### config.mk
export PLATFORM = sky130hd
export DESIGN_NAME = pll_reset_sequencer
export DESIGN_NICKNAME = d
export VERILOG_FILES = /design/src/rtl/pll_reset_sequencer.sv
export SDC_FILE = /design/constraint.sdc
export NUM_CORES = 1
export LEC_CHECK = 0
export BUFFER_PORTS_ARGS = -buffer_cell sky130_fd_sc_hd__buf_2
export CORE_MARGIN = 1.5
export CORE_UTILIZATION = 60
export DETAILED_ROUTE_END_ITERATION = 7
export PLACE_DENSITY = 0.81
export SYNTH_ARGS = -nofsm -noshare
export SYNTH_HDL_FRONTEND = slang
export SYNTH_SLANG_ARGS = --single-unit
export TNS_END_PERCENT = 100
### constraint.sdc
create_clock -name clock -period 3 [get_ports clock]
set_input_delay 0.3 -clock clock [delete_from_list [all_inputs] [get_ports clock]]
set_output_delay 0.3 -clock clock [all_outputs]
set_load 0.005 [all_outputs]
### src/rtl/pll_reset_sequencer.sv
`default_nettype none
// ============================================================================
// Module      : pll_reset_sequencer
// Description : Qualifies an asynchronous PLL lock flag and sequences a clean
//               active-high reset for one PLL output clock domain.
// Revision    : 1.0 - initial release
// ============================================================================
module pll_reset_sequencer #(
    parameter int SYNC_STAGES        = 2,
    parameter int LOCK_STABLE_CYCLES = 1024,
    parameter int RESET_HOLD_CYCLES  = 16,
    parameter int LOSS_CNT_W         = 8
) (
    input  logic                  clock,
    input  logic                  reset,
    input  logic                  pll_locked,
    input  logic                  soft_reset,
    output logic                  rst_out,
    output logic                  ready,
    output logic                  lock_lost,
    output logic [LOSS_CNT_W-1:0] lock_loss_count
);

    localparam int C_MAX   = (LOCK_STABLE_CYCLES > RESET_HOLD_CYCLES) ?
                             LOCK_STABLE_CYCLES : RESET_HOLD_CYCLES;
    localparam int C_CNT_W = (C_MAX > 1) ? $clog2(C_MAX) : 1;
    localparam logic [C_CNT_W-1:0] C_STABLE_LAST = C_CNT_W'(LOCK_STABLE_CYCLES - 1);
    localparam logic [C_CNT_W-1:0] C_HOLD_LAST   = C_CNT_W'(RESET_HOLD_CYCLES - 1);

    typedef enum logic [1:0] {
        S_WAIT_LOCK = 2'd0,
        S_STABILIZE = 2'd1,
        S_HOLD      = 2'd2,
        S_RUN       = 2'd3
    } state_t;

    logic [SYNC_STAGES-1:0] r_sync;
    state_t                 r_state;
    state_t                 w_state_nxt;
    logic [C_CNT_W-1:0]     r_cnt;
    logic [C_CNT_W-1:0]     w_cnt_nxt;
    logic                   r_lock_lost;
    logic                   w_lock_lost_nxt;
    logic [LOSS_CNT_W-1:0]  r_loss_cnt;
    logic [LOSS_CNT_W-1:0]  w_loss_cnt_nxt;
    logic                   w_locked_s;

    assign w_locked_s = r_sync[SYNC_STAGES-1];

    always_ff @(posedge clock) begin
        if (reset) begin
            r_sync      <= '0;
            r_state     <= S_WAIT_LOCK;
            r_cnt       <= '0;
            r_lock_lost <= 1'b0;
            r_loss_cnt  <= '0;
        end else begin
            r_sync      <= {r_sync[SYNC_STAGES-2:0], pll_locked};
            r_state     <= w_state_nxt;
            r_cnt       <= w_cnt_nxt;
            r_lock_lost <= w_lock_lost_nxt;
            r_loss_cnt  <= w_loss_cnt_nxt;
        end
    end

    always_comb begin
        w_state_nxt     = r_state;
        w_cnt_nxt       = r_cnt;
        w_lock_lost_nxt = 1'b0;
        w_loss_cnt_nxt  = r_loss_cnt;
        case (r_state)
            S_WAIT_LOCK: begin
                if (w_locked_s) begin
                    w_state_nxt = S_STABILIZE;
                    w_cnt_nxt   = '0;
                end
            end
            S_STABILIZE: begin
                if (!w_locked_s) begin
                    w_state_nxt = S_WAIT_LOCK;
                    w_cnt_nxt   = '0;
                end else if (r_cnt == C_STABLE_LAST) begin
                    w_state_nxt = S_HOLD;
                    w_cnt_nxt   = '0;
                end else begin
                    w_cnt_nxt   = r_cnt + 1'b1;
                end
            end
            S_HOLD: begin
                if (!w_locked_s) begin
                    w_state_nxt = S_WAIT_LOCK;
                    w_cnt_nxt   = '0;
                end else if (r_cnt == C_HOLD_LAST) begin
                    w_state_nxt = S_RUN;
                    w_cnt_nxt   = '0;
                end else begin
                    w_cnt_nxt   = r_cnt + 1'b1;
                end
            end
            S_RUN: begin
                // Lock loss takes priority over a coincident soft reset request
                if (!w_locked_s) begin
                    w_state_nxt     = S_WAIT_LOCK;
                    w_cnt_nxt       = '0;
                    w_lock_lost_nxt = 1'b1;
                    if (r_loss_cnt != {LOSS_CNT_W{1'b1}}) begin
                        w_loss_cnt_nxt = r_loss_cnt + 1'b1;
                    end
                end else if (soft_reset) begin
                    w_state_nxt = S_HOLD;
                    w_cnt_nxt   = '0;
                end
            end
            default: begin
                w_state_nxt = S_WAIT_LOCK;
                w_cnt_nxt   = '0;
            end
        endcase
    end

    assign rst_out         = (r_state != S_RUN);
    assign ready           = (r_state == S_RUN);
    assign lock_lost       = r_lock_lost;
    assign lock_loss_count = r_loss_cnt;

endmodule
`default_nettype wire

==> flow_metrics.env, run 1 <==
export IMPL_place_congestion=0.894
export IMPL_placement_io_buffers=14
export IMPL_synth_xor_area_share_pct=5.12
export IMPL_boundary_pin_count=15
export IMPL_max_clock_freq_mhz=542
export IMPL_maxCapViolations=0
export IMPL_synthesis_area_per_instance_sq_um=8.94
export IMPL_crit_path_max_fanout=6
export IMPL_cp_data_required_time_ps=3240
export IMPL_clock_tree_root_cell="sky130_fd_sc_hd__clkbuf_4"
export IMPL_vias_in_the_first_global_route=1084
export IMPL_worstHoldStart="pll_locked"
export IMPL_p_per_area_nw_per_um2=354
export IMPL_worst_setup_sp_type="flip-flop"
export IMPL_detailedPlace_worstSlack_ps=1180
export IMPL_worst_slew_pin_transition_ps=471
export IMPL_final_layout_size_suffix_gt1_share_pct=18.8
export IMPL_critical_path_slowest_cell="sky130_fd_sc_hd__or4_4"
export IMPL_viasPerCell=6.21
export IMPL_coreArea_sq_um=2190
export IMPL_timing_critical_path_depth=5
export IMPL_async_flop_share_pct=0
export IMPL_dpl_instance_area_sq_um=1430
export IMPL_post_synth_most_frequent_cells="23 x sky130_fd_sc_hd__dfxtp_1, 11 x sky130_fd_sc_hd__nor2_1"
export IMPL_path_buf_inv=0
export IMPL_post_synth_mux_area_share_pct=3.84
export IMPL_critical_path_cell_chain="ha_1 > and2_1 > nand3_2 > or4_4 > a221oi_2"
export IMPL_final_max_slew_violation_count=0
export IMPL_area_sequential_sq_um=460
export IMPL_postCtsResizedCells=0
export IMPL_synth_adder_area_share_pct=6.40
export IMPL_cts_num_sinks=23
export IMPL_static_leakage_power_uw=0.000583
export IMPL_detail_route_wl_per_cell_microns=14.3
export IMPL_clk_transition_reported_paths_ps=130
export IMPL_antenna_left=0
export IMPL_start_util_pct=62.4
export IMPL_endpoint_of_the_most_critical_register_to_register_path="r_cnt[8]$_SDFFE_PP0P_"
export IMPL_dominant_combinational_cell_family_by_area_after_synthesis="simple AND/OR/NAND/NOR gates"
export IMPL_regToRegStartpoint="r_cnt[0]$_SDFFE_PP0P_"
export IMPL_yosysWarningCount=0
export IMPL_antenna_cells=0
export IMPL_critPathTopFamily="simple AND/OR/NAND/NOR gates"
export IMPL_synthDominantAreaCellType="sky130_fd_sc_hd__dfxtp_1"
export IMPL_synth_area_leaders="sky130_fd_sc_hd__dfxtp_1 34%, sky130_fd_sc_hd__ha_1 6.4%, sky130_fd_sc_hd__xor2_1 3.8%, sky130_fd_sc_hd__nand4_1 3.2%, sky130_fd_sc_hd__nor2_1 3.0%"
export IMPL_worst_clk_skew_ps=7.19
export IMPL_setup_repair_after_global_routing_missed_its_margin="no"
export IMPL_gr_total_overflow=0
export IMPL_fillCellCount=202
export IMPL_final_setup_margin_ps=1160
export IMPL_areaGrowthSynthToFinish_pct=6.68
export IMPL_final_hold_violation_count=0
export IMPL_setup_tns_ps=0
export IMPL_cp_data_arrival_time_ps=2090
export IMPL_first_pass_iters=4
export IMPL_finish_net_count=177
export IMPL_slew_limit_headroom_pct=68.6
export IMPL_synth_simple_gate_area_share_pct=31.4
export IMPL_yosysUniqueCellTypes=46
export IMPL_status="finished clean"
export IMPL_die_area_sq_um=2570
export IMPL_synth_compound_gate_area_share_pct=14.9
export IMPL_die_width_microns=50.7
export IMPL_worst_setup_startpoint="r_cnt[0]$_SDFFE_PP0P_"
export IMPL_setup_viol=0
export IMPL_clock_tree_buffer_depth=2
export IMPL_synth_largest_type_area_fraction_pct=33.7
export IMPL_syn_cell_area_sq_um=1370
export IMPL_rows=17
export IMPL_vdd_drop_max_mv=0.287
export IMPL_setup_worst_path_class="reg2reg"
export IMPL_route_detailed_drc=0
export IMPL_die_y_microns=50.7
export IMPL_multi_input_comb_area_sq_um=843
export IMPL_synthesis_instances=153
export IMPL_final_min_clock_period_ps=1840
export IMPL_cts_hold_fix_buffers=0
export IMPL_htree_levels=1
export IMPL_ff2ff_setup_slack_ps=1160
export IMPL_finalInstanceArea_sq_um=1460
export IMPL_rr_worst_depth=5
export IMPL_ys_flop_type="sky130_fd_sc_hd__dfxtp_1"
export IMPL_layout_worst_path_cycle_share_pct=61.5
export IMPL_synth_seq_cells=23
export IMPL_drt_wl_total_mm=2.76
export IMPL_grt_util_all_layers_pct=23.9
export IMPL_grt_start_max_net_pins=29
export IMPL_dp_final_hpwl_mm=2.09
export IMPL_synth_most_common_cell="sky130_fd_sc_hd__dfxtp_1"
export IMPL_first_pass_grt_wire_length_mm=4.64
export IMPL_worstSetupEndpointType="flip-flop"
export IMPL_number_of_vias_after_detailed_routing=1199
export IMPL_clock_latency_ps=310
export IMPL_initial_drt_markers=25
export IMPL_initial_antenna_violation_count=0
export IMPL_count_of_flip_flops_with_a_built_in_enable_after_synthesis=0
export IMPL_yosysSeqAreaShare_pct=33.7
export IMPL_synth_nets=164
export IMPL_tritoncts="done"
export IMPL_hold_class="in2reg"
export IMPL_tritoncts_num_buffers=3
export IMPL_worst_path_largest_cell_delay_ps=490
export IMPL_post_cts_setup_buffer_count=0
export IMPL_critical_path_endpoint="r_cnt[8]$_SDFFE_PP0P_"
cells by family after synthesis:
family,after synthesis
adders and majority gates,7
buffers and inverters,12
DFF,23
muxes,5
and+or+nand+nor,71
xor gates and xnor gates,8
AOI/OAI and AO/OA,27
cell type report:
type / count / area share (%)
sequential: 23 / 31.6
inverter: 6 / 1.54
tap: 28 / 2.40
multi-input combinational: 118 / 57.8
timing repair buffer: 14 / 4.80
clock inverter: 1 / 0.343
clock buffer: 3 / 1.54
per-stage QoR:
step	total power [uW]	util (%)	hold WS (ps)	cells
after global routing	539	66.6	184	193
after global placement	373	65.3	417	189
after CTS	520	66.6	181	193
after floorplan	363	-	414	153
final	516	66.6	187	193
after detailed placement	375	65.3	452	189
worst min-delay path by stage:
stage	to	slack [ps]	cells after the start
after floorplan	r_sync[1]$_SDFF_PP0_	410	1
after detailed placement	r_sync[1]$_SDFF_PP0_	450	1
final	r_sync[0]$_SDFF_PP0_	190	2
after CTS	r_sync[0]$_SDFF_PP0_	180	2
after global routing	r_sync[0]$_SDFF_PP0_	180	2
after global placement	r_sync[1]$_SDFF_PP0_	420	1
sequential cells by signal, indices dropped and copies added, names as in the netlist:
| name | count |
|---|---|
| r_sync | 2 |
| lock_lost | 1 |
| lock_loss_count | 8 |
| r_cnt | 10 |
| r_state | 2 |
report_power, final:
group	internal, uW	switching, uW
Clock	49.8	97.4
Sequential	309	3.57
Combinational	18.8	37.3
Total	378	138
placed cells by master (no fill, tap or decap), types with 2 or more instances in the layout:
master	count
sky130_fd_sc_hd__o31ai_1	2
sky130_fd_sc_hd__dfxtp_1	23
sky130_fd_sc_hd__nor2_1	11
sky130_fd_sc_hd__and3b_1	2
sky130_fd_sc_hd__mux2_2	2
sky130_fd_sc_hd__nor2b_1	6
sky130_fd_sc_hd__and2_1	3
sky130_fd_sc_hd__a211oi_1	4
sky130_fd_sc_hd__xnor2_1	2
sky130_fd_sc_hd__mux2i_1	3
sky130_fd_sc_hd__nand3b_1	3
sky130_fd_sc_hd__buf_2	14
sky130_fd_sc_hd__and3_1	6
sky130_fd_sc_hd__nand3_1	7
sky130_fd_sc_hd__a31oi_1	4
sky130_fd_sc_hd__o21ai_0	4
sky130_fd_sc_hd__nand4_1	7
sky130_fd_sc_hd__nand2_1	7
sky130_fd_sc_hd__xor2_1	6
sky130_fd_sc_hd__a221oi_2	2
sky130_fd_sc_hd__inv_1	6
sky130_fd_sc_hd__ha_1	7
sky130_fd_sc_hd__nor4_1	2
sky130_fd_sc_hd__clkbuf_4	3
sky130_fd_sc_hd__a21oi_1	4
sky130_fd_sc_hd__o22ai_1	2
sky130_fd_sc_hd__nand2b_1	4
worst register-to-register path: stages, from the launching register on:
cell and delay, ps:
sky130_fd_sc_hd__dfxtp_1 420, sky130_fd_sc_hd__ha_1 240, sky130_fd_sc_hd__and2_1 300, sky130_fd_sc_hd__nand3_2 100
sky130_fd_sc_hd__or4_4 490, sky130_fd_sc_hd__a221oi_2 230
per-layer routing:
| layer | share of wire, % | track usage (%) |
|---|---|---|
| met1 | 44 | 28.7 |
| met2 | 49 | 42.5 |
| met3 | 5.4 | 2.68 |
| met4 | 1.1 | 10.4 |
| met5 | 0 | 0 |
(Power assumes the default switching activity.)
==> inputs of run 2 (changes only) <==
ABC_AREA = 1   (was not set)
CORE_UTILIZATION = 57   (was 60)
PLACE_DENSITY = 0.78   (was 0.81)
clock period = 1.8 ns   (was 3 ns; I/O delays follow)
==> flow_metrics.env, run 2 <==
export IMPL_slew_limit_headroom_pct=64.5
export IMPL_flip_flop_count_of_the_largest_register_after_layout=10
export IMPL_cts_num_sinks=23
export IMPL_yosysWarningCount=0
export IMPL_setup_viol=0
export IMPL_synthesis_instances=197
export IMPL_finish_net_count=224
export IMPL_postCtsResizedCells=0
export IMPL_htree_levels=1
export IMPL_synth_most_common_cell="sky130_fd_sc_hd__nand2_1"
export IMPL_rows=17
export IMPL_hold_path_endpoint="r_sync[0]$_SDFF_PP0_"
export IMPL_die_area_sq_um=2750
export IMPL_initial_antenna_violation_count=0
export IMPL_clock_tree_root_cell="sky130_fd_sc_hd__clkbuf_4"
export IMPL_synthesis_area_per_instance_sq_um=7.06
export IMPL_tritoncts="done"
export IMPL_gr_total_overflow=0
export IMPL_multi_input_comb_area_sq_um=800
export IMPL_post_synth_most_frequent_cells="43 x sky130_fd_sc_hd__nand2_1, 24 x sky130_fd_sc_hd__inv_1, 24 x sky130_fd_sc_hd__nor2_1"
export IMPL_post_cts_setup_buffer_count=0
export IMPL_clk_transition_reported_paths_ps=130
export IMPL_synthDominantAreaCellType="sky130_fd_sc_hd__dfxtp_1"
export IMPL_number_of_vias_after_detailed_routing=1311
export IMPL_detail_route_wl_per_cell_microns=11.8
export IMPL_vdd_drop_max_mv=0.844
export IMPL_placement_io_buffers=14
export IMPL_ff2ff_setup_slack_ps=270
export IMPL_die_y_microns=52.4
export IMPL_synth_simple_gate_area_share_pct=38.1
export IMPL_worstSetupEndpointType="flip-flop"
export IMPL_async_flop_share_pct=0
export IMPL_worst_slew_pin_transition_ps=532
export IMPL_yosysSeqAreaShare_pct=33.1
export IMPL_whs_path_depth=3
export IMPL_setup_tns_ps=0
export IMPL_synth_compound_gate_area_share_pct=12.4
export IMPL_crit_path_max_fanout=8
export IMPL_cts_hold_fix_buffers=0
export IMPL_rr_worst_depth=9
export IMPL_grt_util_all_layers_pct=23.5
export IMPL_coreArea_sq_um=2250
export IMPL_viasPerCell=5.46
export IMPL_final_hold_violation_count=0
export IMPL_max_clock_freq_mhz=655
export IMPL_vias_in_the_first_global_route=1117
export IMPL_hold_class="in2reg"
export IMPL_count_of_flip_flops_with_a_built_in_enable_after_synthesis=0
export IMPL_post_synth_mux_area_share_pct=0
export IMPL_mostFrequentLayoutCell="sky130_fd_sc_hd__nand2_1"
export IMPL_fillCellCount=197
export IMPL_largest_register="r_cnt"
export IMPL_p_per_area_nw_per_um2=914
export IMPL_power_uw=1370
export IMPL_antenna_cells=0
export IMPL_layout_worst_path_cycle_share_pct=84.8
export IMPL_dp_final_hpwl_mm=2.16
export IMPL_clock_latency_ps=320
export IMPL_first_pass_iters=4
export IMPL_synth_area_leaders="sky130_fd_sc_hd__dfxtp_1 33%, sky130_fd_sc_hd__nand2_1 12%, sky130_fd_sc_hd__nand3_1 7.6%, sky130_fd_sc_hd__inv_1 6.5%, sky130_fd_sc_hd__nor2_1 6.5%"
export IMPL_final_layout_size_suffix_gt1_share_pct=19.3
export IMPL_antenna_left=0
export IMPL_setup_worst_path_class="reg2reg"
export IMPL_endpoint_of_the_most_critical_register_to_register_path="lock_loss_count[6]$_SDFFE_PP0P_"
export IMPL_synth_seq_cells=23
export IMPL_regToRegStartpoint="r_state[0]$_SDFFE_PP0P_"
export IMPL_areaGrowthSynthToFinish_pct=8.00
export IMPL_boundary_pin_count=15
export IMPL_final_min_clock_period_ps=1530
export IMPL_worst_setup_sp_type="flip-flop"
export IMPL_initial_drt_markers=45
export IMPL_syn_cell_area_sq_um=1390
export IMPL_place_congestion=0.847
export IMPL_route_detailed_drc=0
export IMPL_synth_xor_area_share_pct=0.629
export IMPL_ys_flop_type="sky130_fd_sc_hd__dfxtp_1"
export IMPL_worstHoldStart="pll_locked"
export IMPL_setup_repair_after_global_routing_missed_its_margin="no"
export IMPL_synth_adder_area_share_pct=6.29
export IMPL_synth_nets=208
export IMPL_first_pass_grt_wire_length_mm=4.77
export IMPL_die_width_microns=52.4
export IMPL_status="finished clean"
export IMPL_final_max_slew_violation_count=0
export IMPL_synth_largest_type_area_fraction_pct=33.1
export IMPL_area_sequential_sq_um=460
export IMPL_start_util_pct=61.7
export IMPL_maxCapViolations=0
export IMPL_yosysUniqueCellTypes=29
export IMPL_worst_clk_skew_ps=3.23
export IMPL_cp_data_arrival_time_ps=1800
export IMPL_grt_start_max_net_pins=17
export IMPL_dominant_combinational_cell_family_by_area_after_synthesis="simple AND/OR/NAND/NOR gates"
export IMPL_static_leakage_power_uw=0.000691
export IMPL_cp_data_required_time_ps=2070
export IMPL_drt_wl_total_mm=2.83
export IMPL_clock_tree_buffer_depth=2
export IMPL_tritoncts_num_buffers=3
export IMPL_layout_common_cells="43 x sky130_fd_sc_hd__nand2_1, 24 x sky130_fd_sc_hd__inv_1, 24 x sky130_fd_sc_hd__nor2_1"
-- run 2: where the power goes --
group,internal [uW],switching (uW)
Combinational,177,377
Sequential,541,27.6
Clock,83.4,167
Total,801,572
-- run 2: metal layers --
metal / routed length, microns / up-vias / GRT usage (%)
met1: 1300 / 592 / 32.1
met4: 46 / 0 / 12.8
met2: 1280 / 53 / 34.8
met5: 0 / - / 0
met3: 200 / 5 / 4.29
li1: - / 661 / -
-- run 2: per-stage QoR --
step | instances | instance area (sq um) | worst slack, ps | util, % | hold WS [ps]
finish | 240 | 1500 | 274 | 66.6 | 48.4
floorplan | 197 | 1390 | 452 | - | 287
global route | 240 | 1500 | 123 | 66.6 | 30.6
CTS | 240 | 1500 | 244 | 66.6 | 40.2
global placement | 236 | 1480 | 322 | 65.4 | 383
detailed placement | 236 | 1480 | 279 | 65.4 | 400
-- run 2: cell families after synthesis --
family | Yosys count
xor gates and xnor gates | 1
AOI/OAI and AO/OA | 28
DFF | 23
buffers and inverters | 31
adders and majority gates | 7
and+or+nand+nor | 107
-- run 2: worst max-delay path: stages, from the launching register on --
cell                      delay, ps
sky130_fd_sc_hd__dfxtp_1        390
sky130_fd_sc_hd__ha_1           280
sky130_fd_sc_hd__inv_1           80
sky130_fd_sc_hd__nor2_1         170
sky130_fd_sc_hd__nand2_2        140
sky130_fd_sc_hd__inv_2          140
sky130_fd_sc_hd__nand2_1         80
sky130_fd_sc_hd__nand2_1         60
sky130_fd_sc_hd__nand2_1         40
sky130_fd_sc_hd__nor2_1          90
-- run 2: worst max-delay path by stage --
| stage | startpoint | end | slack [ps] | cells past startpoint |
|---|---|---|---|---|
| floorplan | r_state[0]$_SDFFE_PP0P_ | lock_loss_count[6]$_SDFFE_PP0P_ | 450 | 8 |
| CTS | r_state[0]$_SDFFE_PP0P_ | lock_loss_count[6]$_SDFFE_PP0P_ | 240 | 9 |
| detailed placement | r_state[0]$_SDFFE_PP0P_ | lock_loss_count[6]$_SDFFE_PP0P_ | 280 | 9 |
| global placement | lock_loss_count[0]$_SDFFE_PP0P_ | lock_loss_count[6]$_SDFFE_PP0P_ | 320 | 10 |
| finish | r_state[0]$_SDFFE_PP0P_ | lock_loss_count[6]$_SDFFE_PP0P_ | 270 | 9 |
| global route | r_state[1]$_SDFFE_PP0P_ | lock_loss_count[6]$_SDFFE_PP0P_ | 120 | 9 |
-- run 2: layout make-up --
class / instances / area share (%)
Clock inverter: 1 / 0.333
Timing Repair Buffer: 14 / 4.66
Tap cell: 28 / 2.33
Multi-Input combinational cell: 143 / 53.2
Inverter: 28 / 7.33
Clock buffer: 3 / 1.50
Sequential cell: 23 / 30.6
